[config.mk]
export PLATFORM = sky130hd
export DESIGN_NAME = vec_mem_sequencer
export DESIGN_NICKNAME = d
export VERILOG_FILES = /design/src/rtl/vec_mem_pkg.sv /design/src/rtl/vec_lane_buffer.sv /design/src/rtl/vec_mem_sequencer.sv
export SDC_FILE = /design/constraint.sdc
export NUM_CORES = 1
export LEC_CHECK = 0
export BUFFER_PORTS_ARGS = -buffer_cell sky130_fd_sc_hd__buf_2
export CAP_MARGIN = 20
export CORE_AREA = 2 2 179 181
export CTS_CLUSTER_DIAMETER = 150
export DETAILED_ROUTE_END_ITERATION = 12
export DIE_AREA = 0 0 181 183
export PLACE_DENSITY = 0.61
export SLEW_MARGIN = 5
export SYNTH_ARGS = -nofsm -noshare
export SYNTH_HDL_FRONTEND = slang
export SYNTH_SLANG_ARGS = --single-unit
[constraint.sdc]
create_clock -name clk -period 3.1 [get_ports clk]
set_input_delay 0.465 -clock clk [delete_from_list [all_inputs] [get_ports clk]]
set_output_delay 0.465 -clock clk [all_outputs]
set_load 0.02 [all_outputs]
[src/rtl/vec_mem_pkg.sv]
// Shared constants and state encoding for the vector memory sequencer.
package vec_mem_pkg;

    localparam int unsigned ADDR_W         = 32;
    localparam int unsigned DATA_W         = 32;
    localparam int unsigned LANES          = 4;
    localparam int unsigned VEC_W          = DATA_W * LANES;
    localparam int unsigned BYTES_PER_WORD = 4;
    localparam int unsigned BEAT_W         = $clog2(LANES);

    typedef enum logic [1:0] {
        IDLE = 2'd0,
        BUSY = 2'd1,
        DONE = 2'd2
    } state_e;

endpackage

[src/rtl/vec_lane_buffer.sv]
// Load-data holding register: LANES words, one written per acked read beat.
module vec_lane_buffer
    import vec_mem_pkg::*;
(
    input  logic                clk,
    input  logic                clr_i,
    input  logic                we_i,
    input  logic [BEAT_W-1:0]   lane_i,
    input  logic [DATA_W-1:0]   wd_i,
    output logic [VEC_W-1:0]    data_o
);

    logic [DATA_W-1:0] lanes_q [LANES];

    // Clear has priority; otherwise write the addressed lane, others hold.
    always_ff @(posedge clk) begin
        if (clr_i) begin
            for (int i = 0; i < LANES; i++) begin
                lanes_q[i] <= '0;
            end
        end else if (we_i) begin
            lanes_q[lane_i] <= wd_i;
        end
    end

    // Flatten lanes, lane 0 in the least significant word.
    for (genvar g = 0; g < LANES; g++) begin : g_flat
        assign data_o[g*DATA_W +: DATA_W] = lanes_q[g];
    end

endmodule

[src/rtl/vec_mem_sequencer.sv]
// Splits a scalar or vector load/store into 32-bit req/ack beats and stalls
// the pipeline until the access finishes.
module vec_mem_sequencer
    import vec_mem_pkg::*;
(
    input  logic                clk,
    input  logic                rst,
    input  logic                MemWriteM,
    input  logic                MemReadM,
    input  logic                VecDataM,
    input  logic [ADDR_W-1:0]   AddrM,
    input  logic [DATA_W-1:0]   WriteDataM,
    input  logic [VEC_W-1:0]    WriteDataVM,
    output logic                StallM,
    output logic [DATA_W-1:0]   ReadDataM,
    output logic [VEC_W-1:0]    ReadDataVM,
    output logic                MemReq,
    output logic                MemWE,
    output logic [ADDR_W-1:0]   MemAddr,
    output logic [DATA_W-1:0]   MemWD,
    input  logic [DATA_W-1:0]   MemRD,
    input  logic                MemAck
);

    state_e              state_q, state_d;
    logic [BEAT_W-1:0]   beat_q, beat_d;
    logic [ADDR_W-1:0]   base_q, base_d;
    logic                wr_q, wr_d;
    logic                vec_q, vec_d;
    logic                req;
    logic                busy;
    logic [BEAT_W-1:0]   last_beat;
    logic                lane_we;

    assign req       = MemWriteM | MemReadM;
    assign busy      = (state_q == BUSY);
    assign last_beat = vec_q ? BEAT_W'(LANES - 1) : '0;
    assign lane_we   = busy & MemAck & ~wr_q;

    // State and access-context registers.
    always_ff @(posedge clk) begin
        if (rst) begin
            state_q <= IDLE;
            beat_q  <= '0;
            base_q  <= '0;
            wr_q    <= 1'b0;
            vec_q   <= 1'b0;
        end else begin
            state_q <= state_d;
            beat_q  <= beat_d;
            base_q  <= base_d;
            wr_q    <= wr_d;
            vec_q   <= vec_d;
        end
    end

    // Next state, beat sequencing and memory/pipeline handshake outputs.
    always_comb begin
        state_d = state_q;
        beat_d  = beat_q;
        base_d  = base_q;
        wr_d    = wr_q;
        vec_d   = vec_q;
        StallM  = 1'b0;
        MemReq  = 1'b0;
        MemWE   = 1'b0;
        MemAddr = base_q + ADDR_W'(ADDR_W'(beat_q) * ADDR_W'(BYTES_PER_WORD));
        MemWD   = vec_q ? WriteDataVM[beat_q*DATA_W +: DATA_W] : WriteDataM;

        unique case (state_q)
            IDLE: begin
                StallM = req;
                if (req) begin
                    base_d  = AddrM;
                    wr_d    = MemWriteM;
                    vec_d   = VecDataM;
                    beat_d  = '0;
                    state_d = BUSY;
                end
            end
            BUSY: begin
                StallM = 1'b1;
                MemReq = 1'b1;
                MemWE  = wr_q;
                if (MemAck) begin
                    if (beat_q == last_beat) begin
                        state_d = DONE;
                    end else begin
                        beat_d = beat_q + BEAT_W'(1);
                    end
                end
            end
            DONE: begin
                state_d = IDLE;
            end
            default: begin
                state_d = IDLE;
            end
        endcase

        // Reset aborts immediately: no beat issued, pipeline released.
        if (rst) begin
            StallM = 1'b0;
            MemReq = 1'b0;
            MemWE  = 1'b0;
        end
    end

    vec_lane_buffer u_lane_buffer (
        .clk    (clk),
        .clr_i  (rst),
        .we_i   (lane_we),
        .lane_i (beat_q),
        .wd_i   (MemRD),
        .data_o (ReadDataVM)
    );

    assign ReadDataM = ReadDataVM[DATA_W-1:0];

endmodule

==> flow_summary.yaml <==
setup_path:
  critPathLaunchType: "flop"
  reg2regPathDepth: 5
  cp-end-kind: "primary output"
  crit_type: "flop to primary output"
  crit_chain: "buf_4 -> mux4_2 -> mux2_2 -> buf_2"
  critPathSlowestCell: "mux4_2"
  crit_cells: 4
  cpPeakStageDelay_ns: 0.60
  arrival_ns: 2.40
  crit_required_ns: 2.63
  r2r_start: "beat_q[0]"
  critical_path.max_fanout: 40
  cp.buffers_inverters: 2
  worstSetupStartpoint: "beat_q[0]"
  cp_top_family: "multiplexers"
cts:
  htreeDepth: 4
  cts.clk_slew.worst_paths_ns: 0.08
  max-clock-path-buffers: 2
  numCtsBuffers: 17
  postCtsSetupBuffers: 0
  clk_latency_ns: 0.43
  cts_resized: 0
  clockRootBuffer: "clkbuf_16"
  cts_hold_buffers: 0
  cts_tree: "yes"
  clock_sinks: 166
logic_synthesis:
  ys_types: 42
  syn_nets: 898
  synthCells: 665
  syn_avg_cell_area_um2: 12.4
  yosysMostFrequentCell: "edfxtp_1"
  synth.area.top_cells: "edfxtp_1 (47%), dfxtp_1 (9.2%), mux4_2 (8.7%)"
  yosysTopAreaCell: "edfxtp_1"
  ys_seq_area_frac: 0.559
  synth-async-reset-ratio: 0
  synth-edff-count: 128
  synthTopCellsByCount: "edfxtp_1 (128), nand2_1 (78), and3_1 (67)"
  synth_top_cell_area_share: 0.466
  ys_ff_latch: 166
  ys.warnings.count: 0
  synth_top_flop_cell: "edfxtp_1"
  synth_area_um2: 8240
timing:
  clock.fmax_ghz: 0.349
  slew_headroom: 0.528
  period_share: 0.925
  setup-tns-final_ns: 0
  setup_violations: 0
  final_max_slew_viol_count: 0
  grt_setup_unrepaired: "false"
  layout_setup_ws_ns: 0.232
  finalHoldViolCount: 0
  tightest_slew_ns: 0.707
  period_needed_ns: 2.87
  skew_ns: 0.0135
cells_and_area:
  final_util: 0.362
  final_nets: 1309
  syn_to_final_growth_pct: 37.2
  drive_above_1_share: 0.538
detailed_routing:
  wl_met3_mm: 2.26
  vias: 6837
  ant_nets: 0
  drc_errors: 0
  dr.pass1.iters: 4
  routed_via_density: 4.58
  dr_wl_met2_mm: 13.8
  detail_route.iter0.violations: 383
  highest_layer: "met5"
  met1Wirelength_mm: 11.8
  wire_per_inst_um: 18.8
  routed_wl_mm: 28.0
flow_run:
  maxCapViolCount: 0
global_route:
  grt_use_total: 0.160
  grt_antenna_before_repair: 6
  overflow: 0
  grt_pass1_wl_mm: 40.6
  grt_max_degree: 77
  grt_pass1_vias: 6658
die:
  ios: 457
  die_w_um: 181
  core-area_um2: 31200
  start_util: 0.264
  row_count: 65
  die-height_um: 183
  die_area_um2: 33100
hold_path:
  hold_depth: 3
  min_path_type: "primary input to flop"
  hold_path.startpoint: "AddrM[16]"
outcome:
  status: "finished, final reports clean"
power_and_ir_drop:
  ir_drop_v: 0.000343
  p_per_area_nw_per_um2: 515
  leakagePower_uw: 0.00532
placed_design:
  numPortBuffers: 456
  dp_slack_ns: 0.653
  gp_congestion: 0.758
  dp_hpwl_mm: 20.5
-- area by class of cell --
class	instances	area [um^2]
multi-input combinational	409	3130
inverter	9	33.8
clock inverter	15	188
timing repair buffer	473	2410
antenna	1	2.50
fill	3128	19900
sequential	166	4610
tap	402	503
clock buffer	17	425
-- tightest hold or removal path, delay by kind of cell --
| family | cells | cell delay, ns |
|---|---|---|
| AO/OA/AOI/OAI | 1 | 0.05 |
| buffers and inverters | 1 | 0.09 |
| AND/OR/NAND/NOR | 1 | 0.04 |
-- layout by cell type (no fill, tap or decap), types with 2 or more instances in the layout --
| master | n |
|---|---|
| inv_8 | 5 |
| inv_12 | 2 |
| and4_1 | 3 |
| inv_1 | 9 |
| nor2_1 | 7 |
| and3_1 | 67 |
| ha_1 | 2 |
| mux4_2 | 32 |
| nor2_2 | 3 |
| edfxtp_1 | 128 |
| buf_2 | 456 |
| dfxtp_1 | 36 |
| nand2_1 | 78 |
| clkinv_8 | 4 |
| nand4_1 | 2 |
| a31o_2 | 2 |
| or3_1 | 4 |
| mux2_2 | 32 |
| a21o_1 | 4 |
| and2_1 | 65 |
| o21a_1 | 2 |
| dfxtp_2 | 2 |
| nor3_2 | 4 |
| nor4_1 | 5 |
| xor2_1 | 16 |
| buf_4 | 17 |
| nand3_1 | 11 |
| xnor2_1 | 12 |
| nor3_1 | 10 |
| inv_6 | 3 |
| a21oi_1 | 35 |
| clkbuf_16 | 17 |
-- registers in the layout, summed over array words and instances (netlist names) --
name	count
wr_q	1
u_lane_buffer.lanes_q	128
state_q	2
base_q	32
beat_q	2
vec_q	1
-- kinds of logic (layout without fill, tap and decap cells) --
kind of cell,count (synthesis),in the layout,share of synthesized area
AND/OR/NAND/NOR,266,266,0.180
buffers and inverters,90,514,0.0624
AO/OA/AOI/OAI,48,48,0.0328
adder cells (fa/ha/maj),3,3,0.00547
XOR/XNOR,28,28,0.0298
other,0,1,0
multiplexers,64,64,0.131
flip-flops,166,166,0.559
-- worst paths after layout --
check / slack [ns] / to
max: 0.23 / MemWD[14]
min: 0.27 / base_q[16]
max reg2reg: 0.85 / u_lane_buffer.lanes_q[1][21]
min reg2reg: 0.46 / base_q[0]
-- stage by stage --
| step | total power [uW] | area (um^2) | cells | hold WS, ns |
|---|---|---|---|---|
| after CTS | 5890 | 11300 | 1491 | 0.239 |
| after detailed placement | 3660 | 10700 | 1459 | 0.447 |
| after floorplan | 3250 | 8240 | 665 | 0.436 |
| final | 5820 | 11300 | 1492 | 0.268 |
| after global placement | 3640 | 10700 | 1459 | 0.442 |
| after global routing | 6040 | 11300 | 1491 | 0.260 |
-- layer usage --
layer,up-vias,global-route usage
li1,3194,-
met1,3312,0.203
met2,295,0.266
met3,26,0.0584
met4,10,0.0273
met5,-,0
-- power by group --
group / leakage, uW / switching [uW] / internal, uW
registers: 0.00164 / 81.4 / 2520
logic: 0.00338 / 615 / 390
clock network: 0.000296 / 1100 / 1110
total: 0.00532 / 1800 / 4020
Power figures use the tool's default switching activity.
